$ cat src/rtl/pieo_enq_fifo_tracker_pkg.sv
// Shared definitions for the PIEO enqueue-side FIFO tracker: per-FIFO state
// encoding, default sizing and a sizing consistency check.
package pieo_enq_fifo_tracker_pkg;

  localparam int unsigned NUM_FIFO_DEF = 3;
  localparam int unsigned ID_LOG_DEF   = 2;
  localparam int unsigned CNT_LOG_DEF  = 2;

  typedef enum logic [1:0] {
    ST_IDLE    = 2'd0,
    ST_IN_PIEO = 2'd1,
    ST_SENDING = 2'd2
  } fifo_state_e;

  // Ids must cover every FIFO; the counter must hold NUM_FIFO without wrapping.
  function automatic bit cfg_ok(input int unsigned num_fifo, input int unsigned id_log,
                                input int unsigned cnt_log);
    return (num_fifo > 0) && ((1 << id_log) >= num_fifo) && ((1 << cnt_log) > num_fifo);
  endfunction

endpackage

$ cat src/rtl/pieo_enq_fifo_tracker_rr.sv
// Combinational round-robin first-set finder: first set bit of mask at or
// after ptr, wrapping at N.
module rr_arbiter_ptr #(
  parameter int unsigned N = 3,
  parameter int unsigned W = 2
) (
  input  logic [N-1:0] mask,
  input  logic [W-1:0] ptr,
  output logic         found_c,
  output logic [W-1:0] idx_c
);

  int          pos;
  logic [W-1:0] cand;

  // Scan from the far end so the candidate nearest ptr wins last.
  always_comb begin
    found_c = 1'b0;
    idx_c   = '0;
    pos     = 0;
    cand    = '0;
    for (int k = int'(N) - 1; k >= 0; k--) begin
      pos = int'(ptr) + k;
      if (pos >= int'(N)) pos = pos - int'(N);
      cand = W'(pos);
      if (mask[cand]) begin
        found_c = 1'b1;
        idx_c   = cand;
      end
    end
  end

endmodule

$ cat src/rtl/pieo_enq_fifo_tracker.sv
// Tracks per-FIFO PIEO occupancy (IDLE/IN_PIEO/SENDING) and round-robin offers
// one eligible FIFO at a time to the pre-enqueue shaper.
module pieo_enq_fifo_tracker
  import pieo_enq_fifo_tracker_pkg::*;
#(
  parameter int unsigned NUM_FIFO = NUM_FIFO_DEF,
  parameter int unsigned ID_LOG   = ID_LOG_DEF,
  parameter int unsigned CNT_LOG  = CNT_LOG_DEF
) (
  input  logic                clk,
  input  logic                rst,
  input  logic [NUM_FIFO-1:0] fifo_not_empty,
  input  logic                pieo_ready,
  input  logic                pieo_deq_valid,
  input  logic [ID_LOG-1:0]   pieo_deq_fifo_id,
  input  logic [NUM_FIFO-1:0] pkt_done,
  output logic                fifos_not_enq_flag,
  output logic [ID_LOG-1:0]   fifo_id,
  output logic [CNT_LOG-1:0]  in_pieo_cnt,
  output logic                err
);

  if (!cfg_ok(NUM_FIFO, ID_LOG, CNT_LOG)) begin : g_cfg_err
    $error("pieo_enq_fifo_tracker: inconsistent NUM_FIFO/ID_LOG/CNT_LOG");
  end

  localparam logic [ID_LOG-1:0] LAST_ID = ID_LOG'(NUM_FIFO - 1);

  fifo_state_e         state_q [NUM_FIFO];
  fifo_state_e         state_d [NUM_FIFO];
  logic                flag_q, flag_d;
  logic [ID_LOG-1:0]   fifo_id_q, fifo_id_d;
  logic [ID_LOG-1:0]   ptr_q, ptr_d;
  logic [CNT_LOG-1:0]  cnt_q, cnt_d;
  logic                err_q, err_d;

  logic                enq_c;
  logic                deq_in_range_c;
  logic                deq_ok_c;
  logic [ID_LOG-1:0]   scan_ptr_c;
  logic [NUM_FIFO-1:0] scan_mask_c;
  logic                found_c;
  logic [ID_LOG-1:0]   idx_c;

  assign enq_c          = pieo_ready & flag_q;
  assign deq_in_range_c = {1'b0, pieo_deq_fifo_id} < (ID_LOG + 1)'(NUM_FIFO);
  assign deq_ok_c       = pieo_deq_valid && deq_in_range_c &&
                          (state_q[pieo_deq_fifo_id] == ST_IN_PIEO);
  assign scan_ptr_c     = enq_c ? ((fifo_id_q == LAST_ID) ? '0 : fifo_id_q + ID_LOG'(1))
                                : ptr_q;

  // The FIFO being accepted this cycle is still IDLE but must not be reselected.
  always_comb begin
    scan_mask_c = '0;
    for (int i = 0; i < int'(NUM_FIFO); i++) begin
      scan_mask_c[i] = fifo_not_empty[i] && (state_q[i] == ST_IDLE) &&
                       !(enq_c && (fifo_id_q == ID_LOG'(i)));
    end
  end

  rr_arbiter_ptr #(
    .N (NUM_FIFO),
    .W (ID_LOG)
  ) u_rr (
    .mask    (scan_mask_c),
    .ptr     (scan_ptr_c),
    .found_c (found_c),
    .idx_c   (idx_c)
  );

  always_comb begin
    flag_d    = flag_q;
    fifo_id_d = fifo_id_q;
    ptr_d     = scan_ptr_c;
    cnt_d     = cnt_q;
    err_d     = err_q;
    for (int i = 0; i < int'(NUM_FIFO); i++) state_d[i] = state_q[i];

    if (!flag_q || enq_c) begin
      flag_d = found_c;
      if (found_c) fifo_id_d = idx_c;
    end

    if (enq_c) state_d[fifo_id_q] = ST_IN_PIEO;

    if (pieo_deq_valid) begin
      if (deq_ok_c) state_d[pieo_deq_fifo_id] = ST_SENDING;
      else          err_d = 1'b1;
    end

    for (int i = 0; i < int'(NUM_FIFO); i++) begin
      if (pkt_done[i]) begin
        if (state_q[i] == ST_SENDING) state_d[i] = ST_IDLE;
        else                          err_d = 1'b1;
      end
    end

    case ({enq_c, deq_ok_c})
      2'b10:   cnt_d = cnt_q + CNT_LOG'(1);
      2'b01:   cnt_d = cnt_q - CNT_LOG'(1);
      default: cnt_d = cnt_q;
    endcase
  end

  always_ff @(posedge clk or posedge rst) begin
    if (rst) begin
      for (int i = 0; i < int'(NUM_FIFO); i++) state_q[i] <= ST_IDLE;
      flag_q    <= 1'b0;
      fifo_id_q <= '0;
      ptr_q     <= '0;
      cnt_q     <= '0;
      err_q     <= 1'b0;
    end else begin
      for (int i = 0; i < int'(NUM_FIFO); i++) state_q[i] <= state_d[i];
      flag_q    <= flag_d;
      fifo_id_q <= fifo_id_d;
      ptr_q     <= ptr_d;
      cnt_q     <= cnt_d;
      err_q     <= err_d;
    end
  end

  assign fifos_not_enq_flag = flag_q;
  assign fifo_id            = fifo_id_q;
  assign in_pieo_cnt        = cnt_q;
  assign err                = err_q;

endmodule

$ cat config.mk
export PLATFORM = sky130hd
export DESIGN_NAME = pieo_enq_fifo_tracker
export DESIGN_NICKNAME = d
export VERILOG_FILES = /design/src/rtl/pieo_enq_fifo_tracker_pkg.sv /design/src/rtl/pieo_enq_fifo_tracker_rr.sv /design/src/rtl/pieo_enq_fifo_tracker.sv
export SDC_FILE = /design/constraint.sdc
export NUM_CORES = 1
export LEC_CHECK = 0
export BUFFER_PORTS_ARGS = -buffer_cell sky130_fd_sc_hd__buf_2
export CAP_MARGIN = 20
export CELL_PAD_IN_SITES_DETAIL_PLACEMENT = 1
export CELL_PAD_IN_SITES_GLOBAL_PLACEMENT = 1
export CORE_MARGIN = 3
export CORE_UTILIZATION = 43
export DETAILED_ROUTE_END_ITERATION = 16
export PLACE_DENSITY_LB_ADDON = 0.1
export SLEW_MARGIN = 5
export SYNTH_ARGS = -nofsm -noshare
export SYNTH_HDL_FRONTEND = slang
export SYNTH_HIERARCHICAL = 1
export SYNTH_SLANG_ARGS = --single-unit
$ cat constraint.sdc
create_clock -name clk -period 4 [get_ports clk]
set_input_delay 0.6 -clock clk [delete_from_list [all_inputs] [get_ports clk]]
set_output_delay 0.6 -clock clk [all_outputs]
set_load 0.1 [all_outputs]
==> results by group, run 1 <==
Clock tree
  • CTS buffer count: 3
  • CTS root buffer: clkbuf_4
  • Clk sinks: 14
  • CTS Hold Buffers Added: 0
  • # H-tree levels: 1
  • Worst-Skew Late Latency: 0.28 ns
  • Clock Path Buffers: 2
  • Post-CTS sizing: 0
  • CTS clk-pin slew, worst paths: 0.09 ns
  • Setup Fix Bufs, Post-CTS: 0
  • CTS tree: yes

Final layout
  • # nets final: 133
  • Finished Layout Cells: 141
  • Final core occ: 0.566
  • Diode count: 0
  • Layout area overhead: 17.5%
  • Share of post-route cells with drive strength above 1: 0.241
  • Final instance area: 0.00103 mm^2

Global route
  • Initial antenna violation count: 0
  • GRT Overall Usage: 0.198
  • First-pass GRT wire length: 3.75 mm
  • GRT overflow: 0
  • Number of global-route vias before repair: 826
  • Largest net degree at the start of global routing: 15

STA
  • Max-slew violations: 0
  • Final-report hold violation count: 0
  • Setup_tns: 0 ns
  • Clock period minus worst slack: around 2.8 ns
  • Normalized max-slew margin: 0.532
  • Achievable Freq: 362 MHz
  • RSZ-0062 raised after global routing: no
  • Tcrit/Tclk final: 0.691
  • Worst Tran Pin Value: 0.692 ns
  • # setup viols final: 0
  • Final setup margin: 1.24 ns
  • Clock Skew: 0.00572 ns

Yosys
  • Cell Area, Synth: 877 um^2
  • Yosys cell types: 31
  • Mapped Cells: 94
  • FF+latch count, synth: 14
  • Average size of a mapped cell: 9.33 um^2
  • Syn Nets: 110
  • Register area share after synthesis: 0.399
  • Warnings, synthesis: 6

Critical path
  • Worst path arrival time: 2.94 ns
  • Reg-to-Reg Start: fifos_not_enq_flag
  • Required time at the worst-slack endpoint: between 4 and 5 ns
  • Reg2reg end: fifo_id[0]
  • Max FO, Critical Path: 10
  • Crit end category: flop
  • R2R cell count: 9
  • Nature of the critical path startpoint: flop
  • WS Path Type: flop to flop
  • R2r setup slk: 1.24 ns

Status
  • Status: completed

Floorplan
  • Row count: 15
  • Die width: 51.2 um
  • Die Height: 51.2 um
  • Starting Density: 0.482
  • Std-Cell Core Area: 0.00182 mm^2
  • Io pins: 18
  • Die area: 0.00262 mm^2

Placement
  • Placement-stage cell area: approximately 990 um^2
  • HPWL after DPL: ~1.6 mm
  • IO buf count: 17
  • RePlAce Congestion: between 0.7 and 0.8
  • Place WS: just over 0.9 ns
  • Placed insts: 136

Detailed routing
  • Wire per inst: 15.0 um
  • Vias/cell: 5.40
  • Vias: 761
  • Final ANT Viol Nets: 0
  • 1st-iter DRT viols: 7
  • Detailed Route WL: 2.11 mm
  • First drt pass iteration count: 4
  • Drc violations: 0

Power and ir drop
  • Leak pwr: 0.000500 uW
  • Pwr Density: between 800 and 900 mW/mm^2
  • VDD IR max: 0.000752 V

Run
  • Max Cap Viol: 0

Hold path
  • Worst min path class: input pin to asynchronous set/reset pin
## layout by cell type, fill, tap and decap left out, types with 2 or more instances in the layout
cell	instances
a21boi_0	3
a21o_1	2
a21oi_1	6
buf_2	17
clkbuf_4	3
dfrtp_1	14
ha_1	4
inv_1	9
mux2_2	2
nand2_1	9
nand2b_1	5
nand3_1	2
nor2_1	5
nor2b_1	4
nor4b_1	3
o211ai_1	2
o21ai_0	6
o32a_1	2
xnor2_1	2
## per-stage QoR
step / hold WS (ns) / power [uW]
after floorplan: 0.470 / 694
after global placement: 0.449 / 773
after detailed placement: 0.482 / 796
after CTS: 0.357 / 902
after global routing: 0.367 / 976
final: 0.345 / 899
## cells in the mapped netlist
cell	instances	area [um^2]
inv_1	9	33.8
o221ai_1	1	8.76
a21o_1	2	15.0
nor2b_1	4	25.0
o311ai_0	1	8.76
nand3_1	2	10.0
nand4b_1	1	8.76
o32a_1	2	20.0
nand2_1	9	33.8
or4_4	1	11.3
xnor2_1	2	17.5
mux2i_1	1	10.0
a21boi_0	3	22.5
o211ai_1	2	15.0
nand2b_1	5	31.3
ha_1	4	50.1
nor4b_1	3	26.3
nor3b_1	1	7.51
o21ai_0	6	30.0
o21a_1	1	7.51
xor2_1	1	8.76
mux2_2	2	22.5
nor3b_2	1	12.5
a21oi_1	6	30.0
dfrtp_1	14	350
buf_6	1	11.3
nor2_1	5	18.8
nor3_1	1	5.00
nand4_1	1	6.26
nand3_2	1	10.0
o22a_1	1	8.76
## cell families (layout without fill, tap and decap cells)
logic type / Yosys count / in the layout / synth area share
adders and majority gates: 4 / 4 / 0.0571
and+or+nand+nor: 35 / 35 / 0.235
muxes: 3 / 3 / 0.0371
xor gates and xnor gates: 3 / 3 / 0.0300
AOI/OAI and AO/OA: 25 / 25 / 0.190
buffers and inverters: 10 / 32 / 0.0514
DFF: 14 / 14 / 0.399
## worst max-delay path, stage by stage, from the launching register on
cell and delay (ns):
dfrtp_1 0.39, nand2_1 0.18, nor3_1 0.37, a21o_1 0.16, ha_1 0.36, mux2i_1 0.23
o221ai_1 0.14, o32a_1 0.38, nand2_1 0.10, mux2_2 0.34
## metal layers
| metal | track usage | vias up | wire [um] |
|---|---|---|---|
| li1 | - | 378 | - |
| met1 | 0.229 | 367 | 902 |
| met2 | 0.345 | 12 | 1100 |
| met3 | 0.0554 | 4 | 72 |
| met4 | 0.0673 | 0 | 29 |
| met5 | 0 | - | 0 |
## sequential cells by signal (all words and copies together) (netlist names)
register	flops
state_q	6
fifo_id	2
fifos_not_enq_flag	1
in_pieo_cnt	2
ptr_q	2
err	1
## final cells by class
| class | count | area [um^2] |
|---|---|---|
| Fill cell | 228 | 790 |
| Multi-Input combinational cell | 70 | 482 |
| Sequential cell | 14 | 350 |
| Timing Repair Buffer | 19 | 97.6 |
| Clock buffer | 4 | 36.3 |
| Inverter | 9 | 33.8 |
| Tap cell | 25 | 31.3 |
## worst max path at each step
stage	from	depth (start not counted)	slack, ns	to
2_1_floorplan	fifos_not_enq_flag	11	0.83	fifo_id[1]
3_3_place_gp	pieo_ready	10	1.09	fifo_id[0]
3_5_place_dp	pieo_ready	10	0.92	fifo_id[0]
4_1_cts	fifos_not_enq_flag	9	1.23	fifo_id[0]
5_1_grt	fifos_not_enq_flag	9	0.98	fifo_id[0]
6_report	fifos_not_enq_flag	9	1.24	fifo_id[0]
## report_power, final
group / internal, uW / leakage, uW / switching (uW)
registers: 201 / 0.000169 / 58.0
logic: 184 / 0.000310 / 353
clock network: 55.4 / 0.0000210 / 46.9
total: 441 / 0.000500 / 458
Note: power is estimated with default switching activity, not from simulation.
==> inputs of run 2 (changes only) <==
--- a/config.mk
+++ b/config.mk
@@ -10,7 +10,7 @@
 export CELL_PAD_IN_SITES_DETAIL_PLACEMENT = 1
 export CELL_PAD_IN_SITES_GLOBAL_PLACEMENT = 1
 export CORE_MARGIN = 3
-export CORE_UTILIZATION = 43
+export CORE_UTILIZATION = 36
 export DETAILED_ROUTE_END_ITERATION = 16
 export PLACE_DENSITY_LB_ADDON = 0.1
 export SLEW_MARGIN = 5
==> constraint.sdc (replaced) <==
create_clock -name clk -period 2.4 [get_ports clk]
set_input_delay 0.36 -clock clk [delete_from_list [all_inputs] [get_ports clk]]
set_output_delay 0.36 -clock clk [all_outputs]
set_load 0.1 [all_outputs]
==> run 2 against run 1 <==
Against the previous run: die area grew 17%; cell area grew 20%; critical path depth shrank 1; sequential cell count did not move; total power rose by 110%; maximum frequency up 17%; largest cell class unchanged.
==> results by group, run 2 (synthesis gave the netlist of run 1 again) <==
Status
  • Status: completed

Critical path
  • Top cell family by delay on the critical path: compound AO/OA/AOI/OAI gates
  • R2r setup slk: 0.04 ns (-1.20 ns)
  • Worst path arrival time: 2.53 ns (-0.41 ns)
  • R2R cell count: 8 (-1)
  • Max FO, Critical Path: 5 (-5)
  • Nature of the critical path startpoint: flop
  • Reg-to-Reg Start: fifo_id[0]
  • Worst path bufs/invs: 0 (unchanged)
  • Worst setup path end: fifo_id[0]
  • Setup crit start: fifo_id[0]
  • Required time at the worst-slack endpoint: 2.57 ns (-1.60 ns)
  • Worst path slowest cell: dfrtp_4
  • WS Path Type: flop to flop
  • Crit-path max cell delay: 0.52 ns (+0.13 ns)
  • Crit path cell chain: nor3_4 > a21o_1 > ha_4 > mux2i_2 > o221ai_2 > o32a_1 > nand2_2 > mux2_4
  • Crit end category: flop
  • Stages on worst setup path: 8 (-1)
  • Reg2reg end: fifo_id[0]

Final layout
  • Register area: 359 um^2 (+2.5%)
  • Commonest cells after routing, fill and taps aside: 17 x buf_2, 15 x buf_4, 11 x dfrtp_1, 8 x inv_1, 7 x nand2_1
  • Reg with most FFs: state_q
  • Layout area overhead: 41.4%
  • Max reg flops: 6 (unchanged)
  • Multi-input gate area: 567 um^2 (+18%)
  • Finished Layout Cells: 158 (+12%)
  • # nets final: 147 (+11%)
  • Fillers: 262 (+15%)
  • Diode count: 0 (unchanged)
  • Most common cell after layout, fill and taps aside: buf_2
  • Share of post-route cells with drive strength above 1: 0.415 (+0.174)

Detailed routing
  • Drc violations: 0 (unchanged)
  • Wire per inst: 15.4 um (+3.0%)
  • Vias/cell: 5.17 (-4.2%)
  • 1st-iter DRT viols: 20 (+13)
  • First drt pass iteration count: 2 (-2)
  • Vias: 817 (+7.4%)
  • Final ANT Viol Nets: 0 (unchanged)
  • Detailed Route WL: 2.43 mm (+15%)

STA
  • RSZ-0062 raised after global routing: yes
  • Clock period minus worst slack: 2.36 ns (-0.402 ns)
  • # setup viols final: 0 (unchanged)
  • Worst Tran Pin Value: 0.562 ns (-0.130 ns)
  • Achievable Freq: 423 MHz (+17%)
  • Normalized max-slew margin: 0.625 (+0.0925)
  • Max-slew violations: 0 (unchanged)
  • Final setup margin: 0.0378 ns (-1.20 ns)
  • WHS: 0.115 ns (-0.229 ns)
  • Final-report hold violation count: 0 (unchanged)
  • Clock Skew: 0.00149 ns (-0.00423 ns)
  • Tcrit/Tclk final: 0.984 (+0.293)
  • Setup_tns: 0 ns (unchanged)

Clock tree
  • CTS root buffer: clkbuf_4
  • Worst-Skew Late Latency: 0.28 ns (about the same)
  • CTS buffer count: 3 (unchanged)
  • Clk sinks: 14 (unchanged)
  • # H-tree levels: 1 (unchanged)
  • CTS clk-pin slew, worst paths: 0.09 ns (about the same)
  • Clock Path Buffers: 2 (unchanged)
  • CTS tree: yes

Global route
  • Largest net degree at the start of global routing: 15 (unchanged)
  • GRT Overall Usage: 0.172 (-0.0257)
  • Number of global-route vias before repair: 941 (+14%)
  • First-pass GRT wire length: 4.22 mm (+13%)
  • Initial antenna violation count: 0 (unchanged)
  • GRT overflow: 0 (unchanged)

Floorplan
  • Starting Density: 0.389 (-0.0928)
  • Io pins: 18 (unchanged)
  • Std-Cell Core Area: 0.00225 mm^2 (+24%)
  • Die width: 55.4 um (+8.2%)
  • Die Height: 55.4 um (+8.2%)
  • Row count: 17 (+2)
  • Die area: 0.00306 mm^2 (+17%)

Placement
  • Placed insts: 150 (+10%)
  • RePlAce Congestion: 0.751 (+0.13%)
  • Place WS: -0.0546 ns (-0.977 ns)
  • IO buf count: 17 (unchanged)
  • HPWL after DPL: 1.82 mm (+10%)

Power and ir drop
  • VDD IR max: 0.00112 V (+49%)
  • Pwr Density: 1500 mW/mm^2 (+72%)
  • Leak pwr: 0.000583 uW (+16%)
  • Power Total: 1860 uW (+110%)

Hold path
  • Worst min path class: input pin to asynchronous set/reset pin

Run
  • Max Cap Viol: 0 (unchanged)
[run 2: worst min-delay path by stage]
| stage | from | end | slack (ns) | cells after the start |
|---|---|---|---|---|
| finish | rst | fifos_not_enq_flag | 0.12 | 2 |
| global route | rst | fifos_not_enq_flag | 0.15 | 2 |
| global placement | rst | in_pieo_cnt[1] | 0.43 | 2 |
| floorplan | rst | err | 0.25 | 1 |
| CTS | rst | fifos_not_enq_flag | 0.12 | 2 |
| detailed placement | rst | fifos_not_enq_flag | 0.44 | 2 |
[run 2: power by group]
part           switching [uW]  internal, uW  total [uW]  leakage (uW)
Sequential                114           345         459      0.000165
Combinational             701           528        1230      0.000396
Clock                    80.8          92.3         173     0.0000210
Total                     895           966        1860      0.000583
[run 2: per-stage QoR]
step,instance area [um^2],utilization
floorplan,917,-
global placement,1120,0.495
detailed placement,1120,0.495
CTS,1190,0.526
global route,1240,0.550
finish,1240,0.550
[run 2: area by class of cell]
cell class / instances / share of cell area
sequential: 14 / 0.290
tap: 28 / 0.0283
inverter: 9 / 0.0272
multi-input combinational: 70 / 0.457
clock buffer: 4 / 0.0293
timing repair buffer: 33 / 0.169
[run 2: worst reg2reg max path, cell delays in order, from the launching register on]
cell and delay, ns:
dfrtp_4 0.52, nor3_4 0.20, a21o_1 0.21, ha_4 0.18, mux2i_2 0.21, o221ai_2 0.13
o32a_1 0.38, nand2_2 0.11, mux2_4 0.30
[run 2: routing by layer]
layer / track usage / vias up / wire length, um
li1: - / 409 / -
met1: 0.203 / 392 / 1100
met2: 0.313 / 11 / 1230
met3: 0.0304 / 5 / 66
met4: 0.0521 / 0 / 31
met5: 0 / - / 0
[run 2: what timing repair did]
action / in CTS / in global routing
hold buffers: 0 / 0
endpoints found under the setup margin: 2 / 2
endpoints found under the hold margin: 0 / 0
gates resized for setup: 3 / 7
pin swaps: 2 / 1
setup buffers: 2 / 2
